--- src/rtl/lc3b_types.sv ---
// Shared LC-3b pipeline types: datapath word, decoded control word and small helpers.
package lc3b_types;

   typedef logic [15:0] lc3b_word;
   typedef logic [3:0]  lc3b_opcode;

   typedef struct packed {
      lc3b_opcode opcode;
      logic       load_regfile;
      logic       mem_read;
      logic       mem_write;
      logic       mem_byte;
      logic       mem_indirect;
   } lc3b_control_word;

   localparam lc3b_word WORD_ZERO = 16'h0000;

   function automatic lc3b_word sext8(input logic [7:0] b);
      return {{8{b[7]}}, b};
   endfunction

endpackage

--- src/rtl/mem_stage_if.sv ---
// Data-memory request/response bus between the MEM stage (master) and the data memory (slave).
interface mem_stage_if;

   lc3b_types::lc3b_word dmem_address;
   lc3b_types::lc3b_word dmem_wdata;
   lc3b_types::lc3b_word dmem_rdata;
   logic                 dmem_read;
   logic                 dmem_write;
   logic                 dmem_resp;
   logic [1:0]           dmem_byte_enable;

   modport master (
      output dmem_address, dmem_wdata, dmem_read, dmem_write, dmem_byte_enable,
      input  dmem_rdata, dmem_resp
   );

   modport slave (
      input  dmem_address, dmem_wdata, dmem_read, dmem_write, dmem_byte_enable,
      output dmem_rdata, dmem_resp
   );

endinterface

--- src/rtl/mem_byte_align.sv ---
// Byte-lane steering for data accesses: store replication, byte enables, sign-extended byte loads.
module mem_byte_align
   import lc3b_types::*;
(
   input  logic       addr0_i,
   input  logic       byte_i,
   input  lc3b_word   rdata_i,
   input  lc3b_word   store_i,
   output logic [1:0] be_o,
   output lc3b_word   wdata_o,
   output lc3b_word   rdata_o
);

   lc3b_word store_rep;

   // A byte store drives its byte onto both lanes; the enable picks the lane.
   genvar gi;
   generate
      for (gi = 0; gi < 2; gi++) begin : g_lane
         assign store_rep[gi*8 +: 8] = store_i[7:0];
      end
   endgenerate

   always_comb begin
      be_o    = 2'b11;
      wdata_o = store_i;
      rdata_o = rdata_i;
      if (byte_i) begin
         be_o    = addr0_i ? 2'b10 : 2'b01;
         wdata_o = store_rep;
         rdata_o = sext8(addr0_i ? rdata_i[15:8] : rdata_i[7:0]);
      end
   end

endmodule

--- src/rtl/mem_stage.sv ---
// LC-3b MEM stage: sequences direct and indirect data accesses, stalls the pipe while busy,
// and registers load data for the MEM/WB latch.
module mem_stage
   import lc3b_types::*;
(
   input  logic             clk,
   input  logic             reset,
   input  lc3b_word         pc_in,
   input  lc3b_word         instruction_in,
   input  lc3b_word         aluval_in,
   input  lc3b_word         srcdata_in,
   input  lc3b_control_word control_in,
   mem_stage_if.master      dmem,
   output lc3b_word         pc_out,
   output lc3b_word         instruction_out,
   output lc3b_word         aluval_out,
   output lc3b_control_word control_out,
   output lc3b_word         rdata_out,
   output logic             stall_out
);

   typedef enum logic [1:0] {S_IDLE, S_IND, S_ACC, S_DONE} state_t;

   state_t     state_q, state_d;
   lc3b_word   ptr_q, ptr_d;
   lc3b_word   rdata_q, rdata_d;

   logic       memop, is_write;
   lc3b_word   base_addr;
   logic [1:0] al_be;
   lc3b_word   al_wdata, al_rdata;

   logic       rd_s, wr_s;
   lc3b_word   addr_s, wdata_s;
   logic [1:0] be_s;

   assign memop    = control_in.mem_read | control_in.mem_write;
   assign is_write = control_in.mem_write;
   assign base_addr = (state_q == S_ACC && control_in.mem_indirect) ? ptr_q : aluval_in;

   mem_byte_align u_align (
      .addr0_i (base_addr[0]),
      .byte_i  (control_in.mem_byte),
      .rdata_i (dmem.dmem_rdata),
      .store_i (srcdata_in),
      .be_o    (al_be),
      .wdata_o (al_wdata),
      .rdata_o (al_rdata)
   );

   always_ff @(posedge clk or posedge reset) begin
      if (reset) begin
         state_q <= S_IDLE;
         ptr_q   <= WORD_ZERO;
         rdata_q <= WORD_ZERO;
      end else begin
         state_q <= state_d;
         ptr_q   <= ptr_d;
         rdata_q <= rdata_d;
      end
   end

   // Strobes depend only on state and the held EX/MEM fields, never on dmem_resp.
   always_comb begin
      state_d   = state_q;
      ptr_d     = ptr_q;
      rdata_d   = rdata_q;
      rd_s      = 1'b0;
      wr_s      = 1'b0;
      addr_s    = WORD_ZERO;
      wdata_s   = WORD_ZERO;
      be_s      = 2'b00;
      stall_out = 1'b0;
      case (state_q)
         S_IDLE: begin
            stall_out = memop;
            if (memop) state_d = control_in.mem_indirect ? S_IND : S_ACC;
         end
         S_IND: begin
            stall_out = 1'b1;
            rd_s      = 1'b1;
            addr_s    = {aluval_in[15:1], 1'b0};
            be_s      = 2'b11;
            if (dmem.dmem_resp) begin
               ptr_d   = dmem.dmem_rdata;
               state_d = S_ACC;
            end
         end
         S_ACC: begin
            stall_out = 1'b1;
            addr_s    = control_in.mem_byte ? base_addr : {base_addr[15:1], 1'b0};
            if (is_write) begin
               wr_s    = 1'b1;
               wdata_s = al_wdata;
               be_s    = al_be;
            end else begin
               rd_s = 1'b1;
               be_s = 2'b11;
            end
            if (dmem.dmem_resp) begin
               if (!is_write) rdata_d = al_rdata;
               state_d = S_DONE;
            end
         end
         S_DONE: begin
            state_d = S_IDLE;
         end
         default: begin
            state_d = S_IDLE;
         end
      endcase
   end

   assign dmem.dmem_read        = rd_s;
   assign dmem.dmem_write       = wr_s;
   assign dmem.dmem_address     = addr_s;
   assign dmem.dmem_wdata       = wdata_s;
   assign dmem.dmem_byte_enable = be_s;

   assign pc_out          = pc_in;
   assign instruction_out = instruction_in;
   assign aluval_out      = aluval_in;
   assign control_out     = control_in;
   assign rdata_out       = rdata_q;

endmodule

--- src/flat_wrapper.sv ---
// flat-port wrapper written by rule: the top's interface ports become plain ports
module mem_stage_flat import lc3b_types::*;
  (clk, reset, pc_in, instruction_in, aluval_in, srcdata_in, control_in, pc_out, instruction_out, aluval_out, control_out, rdata_out, stall_out, dmem_dmem_address, dmem_dmem_wdata, dmem_dmem_read, dmem_dmem_write, dmem_dmem_byte_enable, dmem_dmem_rdata, dmem_dmem_resp);
  mem_stage_if dmem_i ();
  input  logic clk;
  input  logic reset;
  input  lc3b_word pc_in;
  input  lc3b_word instruction_in;
  input  lc3b_word aluval_in;
  input  lc3b_word srcdata_in;
  input  lc3b_control_word control_in;
  output lc3b_word pc_out;
  output lc3b_word instruction_out;
  output lc3b_word aluval_out;
  output lc3b_control_word control_out;
  output lc3b_word rdata_out;
  output logic stall_out;
  output wire logic [$bits(dmem_i.dmem_address)-1:0] dmem_dmem_address;
  output wire logic [$bits(dmem_i.dmem_wdata)-1:0] dmem_dmem_wdata;
  output wire logic [$bits(dmem_i.dmem_read)-1:0] dmem_dmem_read;
  output wire logic [$bits(dmem_i.dmem_write)-1:0] dmem_dmem_write;
  output wire logic [$bits(dmem_i.dmem_byte_enable)-1:0] dmem_dmem_byte_enable;
  input wire logic [$bits(dmem_i.dmem_rdata)-1:0] dmem_dmem_rdata;
  input wire logic [$bits(dmem_i.dmem_resp)-1:0] dmem_dmem_resp;
  assign dmem_dmem_address = dmem_i.dmem_address;
  assign dmem_dmem_wdata = dmem_i.dmem_wdata;
  assign dmem_dmem_read = dmem_i.dmem_read;
  assign dmem_dmem_write = dmem_i.dmem_write;
  assign dmem_dmem_byte_enable = dmem_i.dmem_byte_enable;
  assign dmem_i.dmem_rdata = dmem_dmem_rdata;
  assign dmem_i.dmem_resp = dmem_dmem_resp;
  mem_stage u_core (.clk(clk), .reset(reset), .pc_in(pc_in), .instruction_in(instruction_in), .aluval_in(aluval_in), .srcdata_in(srcdata_in), .control_in(control_in), .dmem(dmem_i), .pc_out(pc_out), .instruction_out(instruction_out), .aluval_out(aluval_out), .control_out(control_out), .rdata_out(rdata_out), .stall_out(stall_out));
endmodule
--- config.mk ---
export PLATFORM = sky130hd
export DESIGN_NAME = mem_stage_flat
export DESIGN_NICKNAME = d
export VERILOG_FILES = /design/src/rtl/lc3b_types.sv /design/src/rtl/mem_stage_if.sv /design/src/rtl/mem_byte_align.sv /design/src/rtl/mem_stage.sv /design/src/flat_wrapper.sv
export SDC_FILE = /design/constraint.sdc
export NUM_CORES = 1
export LEC_CHECK = 0
export BUFFER_PORTS_ARGS = -buffer_cell sky130_fd_sc_hd__buf_2
export CORE_MARGIN = 1
export CORE_UTILIZATION = 40
export CTS_BUF_LIST = sky130_fd_sc_hd__clkbuf_16
export CTS_CLUSTER_SIZE = 30
export DETAILED_ROUTE_END_ITERATION = 10
export PLACE_DENSITY = 0.78
export SLEW_MARGIN = 5
export SYNTH_ARGS = -nofsm -noshare
export SYNTH_HDL_FRONTEND = slang
export SYNTH_SLANG_ARGS = --single-unit
--- constraint.sdc ---
create_clock -name clk -period 1.8 [get_ports clk]
set_input_delay 0.09 -clock clk [delete_from_list [all_inputs] [get_ports clk]]
set_output_delay 0.09 -clock clk [all_outputs]
set_load 0.02 [all_outputs]
==> flow_summary.toml, run 1 <==
[power]
vdd_drop_max_v = 0.000709
power_density_nw_per_um2 = 1790
p_leak_uw = 0.00160
power_uw = 5760

[clock_tree]
cts_buffer_depth = 2
worstSkewPairLatency_ns = 0.28
htreeDepth = 2
root_buffer = "clkbuf_16"
clkTransAtPathRegs_ns = 0.06
clkSinkCount = 34
cts_tree = "yes"
cts-buffers-inserted = 5

[floorplan]
dieArea_um2 = 6590
io_pins = 202
start_util = 0.419
core_region_area_um2 = 5990
die_x_um = 81.2
row_count = 28
die_h_um = 81.2

[synth]
synth-edff-count = 0
yosysSeqAreaShare = 0.339
ys_types = 32
ys_ff_latch = 34
avgSynthCellArea_um2 = 9.57
synth-main-ff-cell = "dfrtp_1"
syn_area_um2 = 2510
async_flop_share = 1.00
ys_warn_count = 0
synthesis.nets = 359
syn_inst = 262

[timing]
relSlewSlack = 0.712
hold_viol = 0
fin_skew_ns = 0.00578
setup_slack_ns = 0.0000328
fmax_mhz = 556
setup-tns-final_ns = 0
worst_pin_slew_ns = 0.431
slew_violations = 0
fin_crit_sh = 1.00
min_period_ns = 1.80
rsz0062_at_grt = "yes"
hold_slack_ns = 0.0678
setup-violations-final = 0

[worst_hold_path]
min_path_type = "input port to flip-flop"
hold-path-cell-count = 2
whs_endpoint = "u_core.ptr_q[2]"
min-delay-start = "dmem_dmem_rdata[2]"

[setup_path]
reg2reg_to = "u_core.rdata_out[9]"
crit_fanout = 7
critPathCaptureType = "primary output"
timing.rr.start = "u_core.state_q[1]"
critPathKind = "flip-flop to primary output"
critPathSlowestCell = "dfrtp_2"
arrival_ns = 1.71
ff2ff_path_depth = 4
rrSetupSlack_ns = 0.09
setup.worst_path.start_class = "flip-flop"
crit_path_max_incr_delay_ns = 0.44
crit_required_ns = 1.71
path_cells = "ha_4 > buf_4 > and2_1 > o21ai_2 > and3_4 > buf_6"

[route]
routed_via_density = 5.29
wl_per_cell_um = 16.8
drt_wl_total_um = 7030
first_iter_violations = 119
post-route-drc-count = 0
first_pass_iters = 4
ant_nets = 0
vias = 2213

[global_route]
grt_usage = 0.219
grt_pass1_wl_um = 10600
antenna_found_initial = 0
grt_pass1_vias = 2197
grt_overflow = 0
grt_max_degree = 35

[placement]
hpwl_um = 4990
port_buffers = 127
place_worst_setup_slack_ns = -0.132
dpl_cell_area_um2 = 2840
place.gp.congestion = 0.848

[flow_run]
maxCapViolCount = 0

[final_layout]
layout_common_cells = "116 x buf_2, 33 x dfrtp_1, 26 x nor2_1, 16 x mux2_2, 16 x buf_4"
multi_input_area_um2 = 1210
area_delta_synth_final_pct = 28.5
seq_area_um2 = 852
drive_gt1_frac = 0.560
final_common_cell = "buf_2"
final_area_um2 = 3220
nets = 439
antenna_cells = 0
fillerInstances = 547

[status]
status = "finished, final reports clean"
-- final cells by class --
type | instances | share of cell area
multi-input combinational | 149 | 0.375
inverter | 7 | 0.00816
tap | 75 | 0.0291
sequential | 34 | 0.264
clock buffer | 5 | 0.0388
clock inverter | 3 | 0.0140
timing repair buffer | 145 | 0.271
-- cells by family after synthesis --
family	after synthesis	share of synthesized area
buffers and inverters	81	0.216
AO/OA/AOI/OAI	58	0.200
AND/OR/NAND/NOR	57	0.104
flip-flops	34	0.339
multiplexers	27	0.116
adder cells (fa/ha/maj)	5	0.0250
-- synth_stat cells, types with 2 or more instances --
master,number,share of area
a31oi_1,9,0.022
nor2b_1,2,0.0050
and3_1,11,0.027
nand2_1,13,0.019
nor2_1,26,0.039
buf_4,57,0.17
clkbuf_1,2,0.0030
mux2i_1,11,0.044
a41oi_2,7,0.045
buf_2,13,0.026
o21ai_0,5,0.010
mux2_2,16,0.072
dfrtp_1,34,0.34
inv_1,6,0.0090
o211ai_1,15,0.045
a22o_1,15,0.052
ha_1,5,0.025
-- stage by stage --
step / util / std cells
6_report: 0.538 / 418
5_1_grt: 0.538 / 418
2_1_floorplan: - / 262
3_5_place_dp: 0.473 / 402
4_1_cts: 0.525 / 417
3_3_place_gp: 0.473 / 402
-- per-layer routing --
metal / up-vias / GRT usage / part of all wire / routed length (um)
met5: - / 0 / 0 / 0
met4: 0 / 0.113 / 0.024 / 167
met3: 20 / 0.0551 / 0.076 / 532
met2: 125 / 0.405 / 0.54 / 3770
met1: 1031 / 0.225 / 0.36 / 2560
li1: 1037 / - / - / -
-- flip-flops by register name, summed over array words and instances, names as in the netlist --
register,flops
u_core.rdata_out,16
u_core.ptr_q,16
u_core.state_q,2
-- timing repair --
item / 4_1_cts / 5_1_grt
hold endpoints to repair: 34 / 0
hold buffers: 1 / 0
pin swaps: 3 / 11
setup buffers: 4 / 1
resized for setup: 20 / 23
setup endpoints to repair: 36 / 27
gates cloned: 2 / 0
-- worst max-delay path: cells and delay by family (launching register included) --
family / cells / cell delay [ns]
compound gates: 1 / 0.17
fa+ha+maj: 1 / 0.20
simple gates: 2 / 0.37
flops: 1 / 0.44
buf+inv: 2 / 0.26
-- power breakdown --
| part | total, uW | internal [uW] | switching (uW) |
|---|---|---|---|
| Combinational | 3410 | 1520 | 1880 |
| Sequential | 1380 | 1160 | 222 |
| Clock | 971 | 652 | 319 |
-- how the worst max path moves through the flow --
stage,from,to,slack [ns],depth (start not counted)
CTS,u_core.state_q[1],dmem_dmem_address[1],-0.002,5
global placement,u_core.state_q[0],dmem_dmem_address[13],-0.05,6
detailed placement,u_core.state_q[0],dmem_dmem_address[10],-0.13,6
floorplan,u_core.state_q[0],dmem_dmem_byte_enable[0],0.02,7
global route,u_core.state_q[0],dmem_dmem_address[7],-0.05,6
finish,u_core.state_q[1],dmem_dmem_address[0],0.00003,6
Note: power is estimated with default switching activity, not from simulation.
==> inputs of run 2 (changes only) <==
--- a/config.mk
+++ b/config.mk
@@ -5,13 +5,14 @@
 export SDC_FILE = /design/constraint.sdc
 export NUM_CORES = 1
 export LEC_CHECK = 0
+export ABC_AREA = 1
 export BUFFER_PORTS_ARGS = -buffer_cell sky130_fd_sc_hd__buf_2
 export CORE_MARGIN = 1
 export CORE_UTILIZATION = 40
 export CTS_BUF_LIST = sky130_fd_sc_hd__clkbuf_16
 export CTS_CLUSTER_SIZE = 30
 export DETAILED_ROUTE_END_ITERATION = 10
-export PLACE_DENSITY = 0.78
+export PLACE_DENSITY = 0.77
 export SLEW_MARGIN = 5
 export SYNTH_ARGS = -nofsm -noshare
 export SYNTH_HDL_FRONTEND = slang
==> flow_summary.toml, run 2 <==
[global_route]
grt_pass1_vias = 2216
grt_max_degree = 36
antenna_found_initial = 0
grt_overflow = 0
grt_usage = 0.207
grt_pass1_wl_um = 10600

[worst_hold_path]
min-delay-start = "dmem_dmem_rdata[6]"
hold-path-cell-count = 3
whs_endpoint = "u_core.ptr_q[6]"
min_path_type = "input port to flip-flop"

[synth]
synth_compound_area_frac = 0.109
avgSynthCellArea_um2 = 7.12
yosysTopAreaCell = "dfrtp_1"
ys_types = 26
synth.most_common_cell = "nand2_1"
ys_ff_latch = 34
synth-main-ff-cell = "dfrtp_1"
syn_area_um2 = 2600
netlist_top_cells_count = "61 x nand2_1, 57 x buf_4, 52 x inv_1"
async_flop_share = 1.00
synth_top_family_by_area = "buffers and inverters"
synth_fa_ha_area_frac = 0.0241
synthMuxAreaShare = 0.00433
synth-simple-area-share = 0.256
syn_inst = 365
synth-edff-count = 0
yosysTopAreaCellShare = 0.327
synthesis.nets = 462
yosys-top-cells-area = "dfrtp_1 33%, buf_4 16%, nand2_1 8.8%"
ys_warn_count = 0
yosysSeqAreaShare = 0.327
synth-xor-area-share = 0

[flow_run]
maxCapViolCount = 0

[final_layout]
layout_common_cells = "110 x buf_2, 59 x nand2_1, 49 x inv_1, 35 x nand3_1, 34 x dfrtp_1"
drive_gt1_frac = 0.417
antenna_cells = 0
final_area_um2 = 3390
fillerInstances = 570
area_delta_synth_final_pct = 30.6
nets = 548
final_common_cell = "buf_2"

[setup_path]
crit_path_start = "u_core.state_q[1]"
critPathCaptureType = "primary output"
critPathSlowestCell = "dfrtp_1"
reg2reg_to = "u_core.rdata_out[13]"
path_cells = "buf_6 > ha_4 > nand2_4 > nand2_4 > nand2_4 > nand2_8 > nand3_2 > nand2_1 > buf_6"
setup.worst_path.start_class = "flip-flop"
cp_top_family = "simple AND/OR/NAND/NOR gates"
arrival_ns = 1.76
cpMostUsedCell = "nand2_4"
rrSetupSlack_ns = 0.02
critPathKind = "flip-flop to primary output"
ff2ff_path_depth = 11
timing.rr.start = "u_core.state_q[1]"
path_buf_inv = 2
crit_required_ns = 1.71
crit_path_max_incr_delay_ns = 0.42
crit_fanout = 6

[route]
wl_per_cell_um = 14.0
drt_wl_total_um = 7380
vias = 2605
first_pass_iters = 5
routed_via_density = 4.93
first_iter_violations = 149
ant_nets = 0
post-route-drc-count = 0

[clock_tree]
worstSkewPairLatency_ns = 0.28
cts-buffers-inserted = 5
htreeDepth = 2
cts_buffer_depth = 2
root_buffer = "clkbuf_16"
clkSinkCount = 34
clkTransAtPathRegs_ns = 0.05
cts_tree = "yes"

[placement]
hpwl_um = 5190
dpl_cell_area_um2 = 2860
port_buffers = 127
place.gp.congestion = 0.879

[timing]
worst_pin_slew_ns = 0.657
setup_slack_ns = -0.0494
setup-violations-final = 14
fin_skew_ns = 0.00730
min_period_ns = 1.85
relSlewSlack = 0.562
fin_crit_sh = 1.03
slew_violations = 0
hold_viol = 0
rsz0062_at_grt = "yes"
fmax_mhz = 541

[floorplan]
dieArea_um2 = 6830
die_h_um = 82.6
die_x_um = 82.6
start_util = 0.412
io_pins = 202
row_count = 29
core_region_area_um2 = 6310

[power]
p_leak_uw = 0.00196
power_uw = 5950
power_density_nw_per_um2 = 1750
vdd_drop_max_v = 0.000771

[status]
status = "finished, violations left"
violations = "setup timing"
-- run 2: cell families (layout without fill, tap and decap cells) --
| group | Yosys count | after routing |
|---|---|---|
| multiplexers | 1 | 1 |
| AND/OR/NAND/NOR | 142 | 142 |
| adder cells (fa/ha/maj) | 5 | 5 |
| buffers and inverters | 128 | 214 |
| flip-flops | 34 | 34 |
| AO/OA/AOI/OAI | 55 | 55 |
-- run 2: repair_timing --
item	CTS	global route
pin swaps	3	6
cloned	0	1
hold buffers	1	0
setup endpoints to repair	36	27
gates resized for setup	21	44
buffers inserted	10	7
hold endpoints to repair	34	0
-- run 2: per-stage QoR --
| step | TNS [ns] | worst slack, ns | std cells | hold WS, ns | utilization |
|---|---|---|---|---|---|
| 2_1_floorplan | 0 | 0.123 | 365 | 0.232 | - |
| 3_3_place_gp | 0 | 0.0363 | 503 | 0.180 | 0.453 |
| 3_5_place_dp | -0.00405 | -0.00405 | 503 | 0.180 | 0.453 |
| 4_1_cts | 0 | 0.000234 | 520 | 0.103 | 0.506 |
| 5_1_grt | -1.23 | -0.0793 | 528 | 0.109 | 0.538 |
| 6_report | -0.204 | -0.0494 | 528 | 0.103 | 0.538 |
-- run 2: final cells by class --
type | count | area [um^2] | share of cell area
clock inverters | 2 | 33.8 | 0.00995
inverters | 57 | 221 | 0.0652
flip-flops and latches | 34 | 851 | 0.251
repair buffers | 149 | 901 | 0.265
clock buffers | 5 | 125 | 0.0369
multi-input cells | 203 | 1160 | 0.341
well taps | 77 | 96.3 | 0.0284
repair inverters | 1 | 7.51 | 0.00221
-- run 2: worst max path at each step --
stage	to	slack (ns)	depth (start not counted)
global placement	dmem_dmem_address[15]	0.04	8
global route	dmem_dmem_byte_enable[0]	-0.08	9
CTS	dmem_dmem_byte_enable[0]	0.0002	9
finish	dmem_dmem_byte_enable[0]	-0.05	9
floorplan	dmem_dmem_address[15]	0.12	5
detailed placement	dmem_dmem_byte_enable[0]	-0.004	9
-- run 2: routing by layer --
layer	GRT usage	share of wire	vias to the layer above
li1	-	-	1253
met1	0.273	0.43	1200
met2	0.339	0.49	132
met3	0.0308	0.067	20
met4	0.0879	0.019	0
met5	0	0	-
-- run 2: where the power goes --
group / internal, uW / switching [uW]
clock network: 639 / 295
logic: 1500 / 2170
registers: 1130 / 207
total: 3270 / 2670
-- run 2: worst reg2reg max path, delay by kind of cell (launching register included) --
kind	cells	cell delay, ns
and+or+nand+nor	6	0.57
buffers and inverters	4	0.47
DFF	1	0.41
adders and majority gates	1	0.22
==> inputs of run 3 (changes only) <==
--- a/config.mk
+++ b/config.mk
@@ -7,13 +7,15 @@
 export LEC_CHECK = 0
 export ABC_AREA = 1
 export BUFFER_PORTS_ARGS = -buffer_cell sky130_fd_sc_hd__buf_2
+export CORE_ASPECT_RATIO = 0.6
 export CORE_MARGIN = 1
 export CORE_UTILIZATION = 40
 export CTS_BUF_LIST = sky130_fd_sc_hd__clkbuf_16
 export CTS_CLUSTER_SIZE = 30
 export DETAILED_ROUTE_END_ITERATION = 10
+export MAX_ROUTING_LAYER = met4
 export PLACE_DENSITY = 0.77
-export SLEW_MARGIN = 5
+export SLEW_MARGIN = 10
 export SYNTH_ARGS = -nofsm -noshare
 export SYNTH_HDL_FRONTEND = slang
 export SYNTH_SLANG_ARGS = --single-unit
==> flow_summary.toml, run 3 (same netlist as run 2, synthesis figures left out) <==
[setup_path]
rrSetupSlack_ns = 0.14
crit_path_max_incr_delay_ns = 0.41
timing.rr.start = "u_core.state_q[1]"
critPathKind = "flip-flop to primary output"
setup.worst_path.start_class = "flip-flop"
crit_path_start = "u_core.state_q[1]"
crit_fanout = 10
reg2reg_to = "u_core.rdata_out[5]"
crit_required_ns = 1.71
ff2ff_path_depth = 9
endpoint = "dmem_dmem_address[13]"
critPathSlowestCell = "dfrtp_1"
arrival_ns = 1.74
critPathCaptureType = "primary output"
path_cells = "inv_2 > ha_4 > nand2_4 > nor2_4 > a21oi_4 > buf_12 > o21ai_2 > buf_6"

[timing]
fin_skew_ns = 0.00646
rsz0062_at_grt = "yes"
hold_slack_ns = 0.0945
setup_slack_ns = -0.0313
relSlewSlack = 0.707
hold_viol = 0
fin_crit_sh = 1.02
worst_pin_slew_ns = 0.439
min_period_ns = 1.83
setup-violations-final = 9
fmax_mhz = 546
slew_violations = 0

[route]
routed_via_density = 4.87
post-route-drc-count = 0
first_pass_iters = 4
ant_nets = 0
first_iter_violations = 178
vias = 2609
wl_per_cell_um = 13.9
drt_wl_total_um = 7460

[status]
status = "finished, violations left"
violations = "setup timing"

[power]
power_density_nw_per_um2 = 1690
vdd_drop_max_v = 0.00105
p_leak_uw = 0.00196

[placement]
hpwl_um = 5510
dpl_cell_area_um2 = 2910
port_buffers = 127
place.gp.congestion = 0.869

[global_route]
grt_pass1_vias = 2427
grt_max_degree = 35
grt_usage = 0.228
grt_pass1_wl_um = 11700
antenna_found_initial = 0
grt_overflow = 0

[clock_tree]
root_buffer = "clkbuf_16"
worstSkewPairLatency_ns = 0.28
cts_tree = "yes"
clkSinkCount = 34
clkTransAtPathRegs_ns = 0.06
cts_buffer_depth = 2
cts-buffers-inserted = 5
htreeDepth = 2

[floorplan]
die_h_um = 64.5
die_x_um = 106
start_util = 0.420
row_count = 22
core_region_area_um2 = 6190
dieArea_um2 = 6840
io_pins = 202

[final_layout]
fillerInstances = 602
drive_gt1_frac = 0.434
antenna_cells = 0
area_delta_synth_final_pct = 33.3
nets = 548
final_area_um2 = 3470
layout_common_cells = "103 x buf_2, 59 x nand2_1, 51 x inv_1, 38 x nand3_1, 34 x dfrtp_1"
final_common_cell = "buf_2"

[flow_run]
maxCapViolCount = 0

[worst_hold_path]
min_path_type = "input port to flip-flop"
==> run 3: cell count changes in the layout (fill, tap and decap cells not counted), sizes merged <==
cell    change
bufinv      -1
clkinv      +1
inv         +1
==> run 3: metrics by stage <==
stage | utilization | setup WS, ns | std cells | power [uW] | setup TNS [ns]
after CTS | 0.521 | -0.0230 | 532 | 5370 | -0.108
after global placement | 0.470 | -0.0273 | 516 | 4080 | -0.0909
after floorplan | - | 0.123 | 365 | 3350 | 0
after detailed placement | 0.470 | -0.0742 | 516 | 4130 | -0.585
after global routing | 0.560 | -0.0846 | 536 | 6240 | -1.16
final | 0.560 | -0.0313 | 536 | 5850 | -0.138
==> run 3: area by class of cell <==
class	instances	area (um^2)	share of cell area
clock buffers	5	125	0.0361
clock inverters	3	12.5	0.00361
inverters	57	226	0.0653
multi-input cells	203	1190	0.344
flip-flops and latches	34	851	0.245
well taps	84	105	0.0303
repair buffers	149	945	0.273
repair inverters	1	7.51	0.00217
==> run 3: metal layers <==
metal  up-vias  part of all wire  wire length, um  GRT usage
met1      1222              0.45             3370      0.290
li1       1255                 -                -          -
met2       126              0.47             3510      0.362
met4         0            0.0075               56     0.0486
met5         -                 0                0          -
met3         6             0.070              525     0.0664
==> run 3: where the power goes <==
part / leakage, uW / switching, uW / total [uW] / internal, uW
Combinational: 0.00148 / 2160 / 3690 / 1530
Sequential: 0.000414 / 210 / 1340 / 1130
Clock: 0.0000724 / 317 / 816 / 500
Total: 0.00196 / 2680 / 5850 / 3160
==> run 3: worst max-delay path: cells and delay by family (launching register included) <==
kind                       cells  cell delay [ns]
DFF                            1             0.41
buffers and inverters          3             0.36
adders and majority gates      1             0.31
AOI/OAI and AO/OA              2             0.21
and+or+nand+nor                2             0.17
==> run 3: how the worst min path moves through the flow <==
stage,startpoint,end,cells after the start
2_1_floorplan,reset,u_core.ptr_q[0],1
3_3_place_gp,control_in[5],control_out[5],0
3_5_place_dp,control_in[5],control_out[5],0
4_1_cts,dmem_dmem_rdata[6],u_core.ptr_q[6],3
5_1_grt,dmem_dmem_rdata[2],u_core.ptr_q[2],3
6_report,dmem_dmem_rdata[6],u_core.ptr_q[6],3
==> run 3: timing repair <==
item / CTS / global route
pin swaps: 3 / 5
setup buffers: 6 / 4
gates resized for setup: 36 / 59
cloned: 1 / 0
hold endpoints to repair: 34 / 0
setup endpoints to repair: 27 / 29
hold buffers: 1 / 0
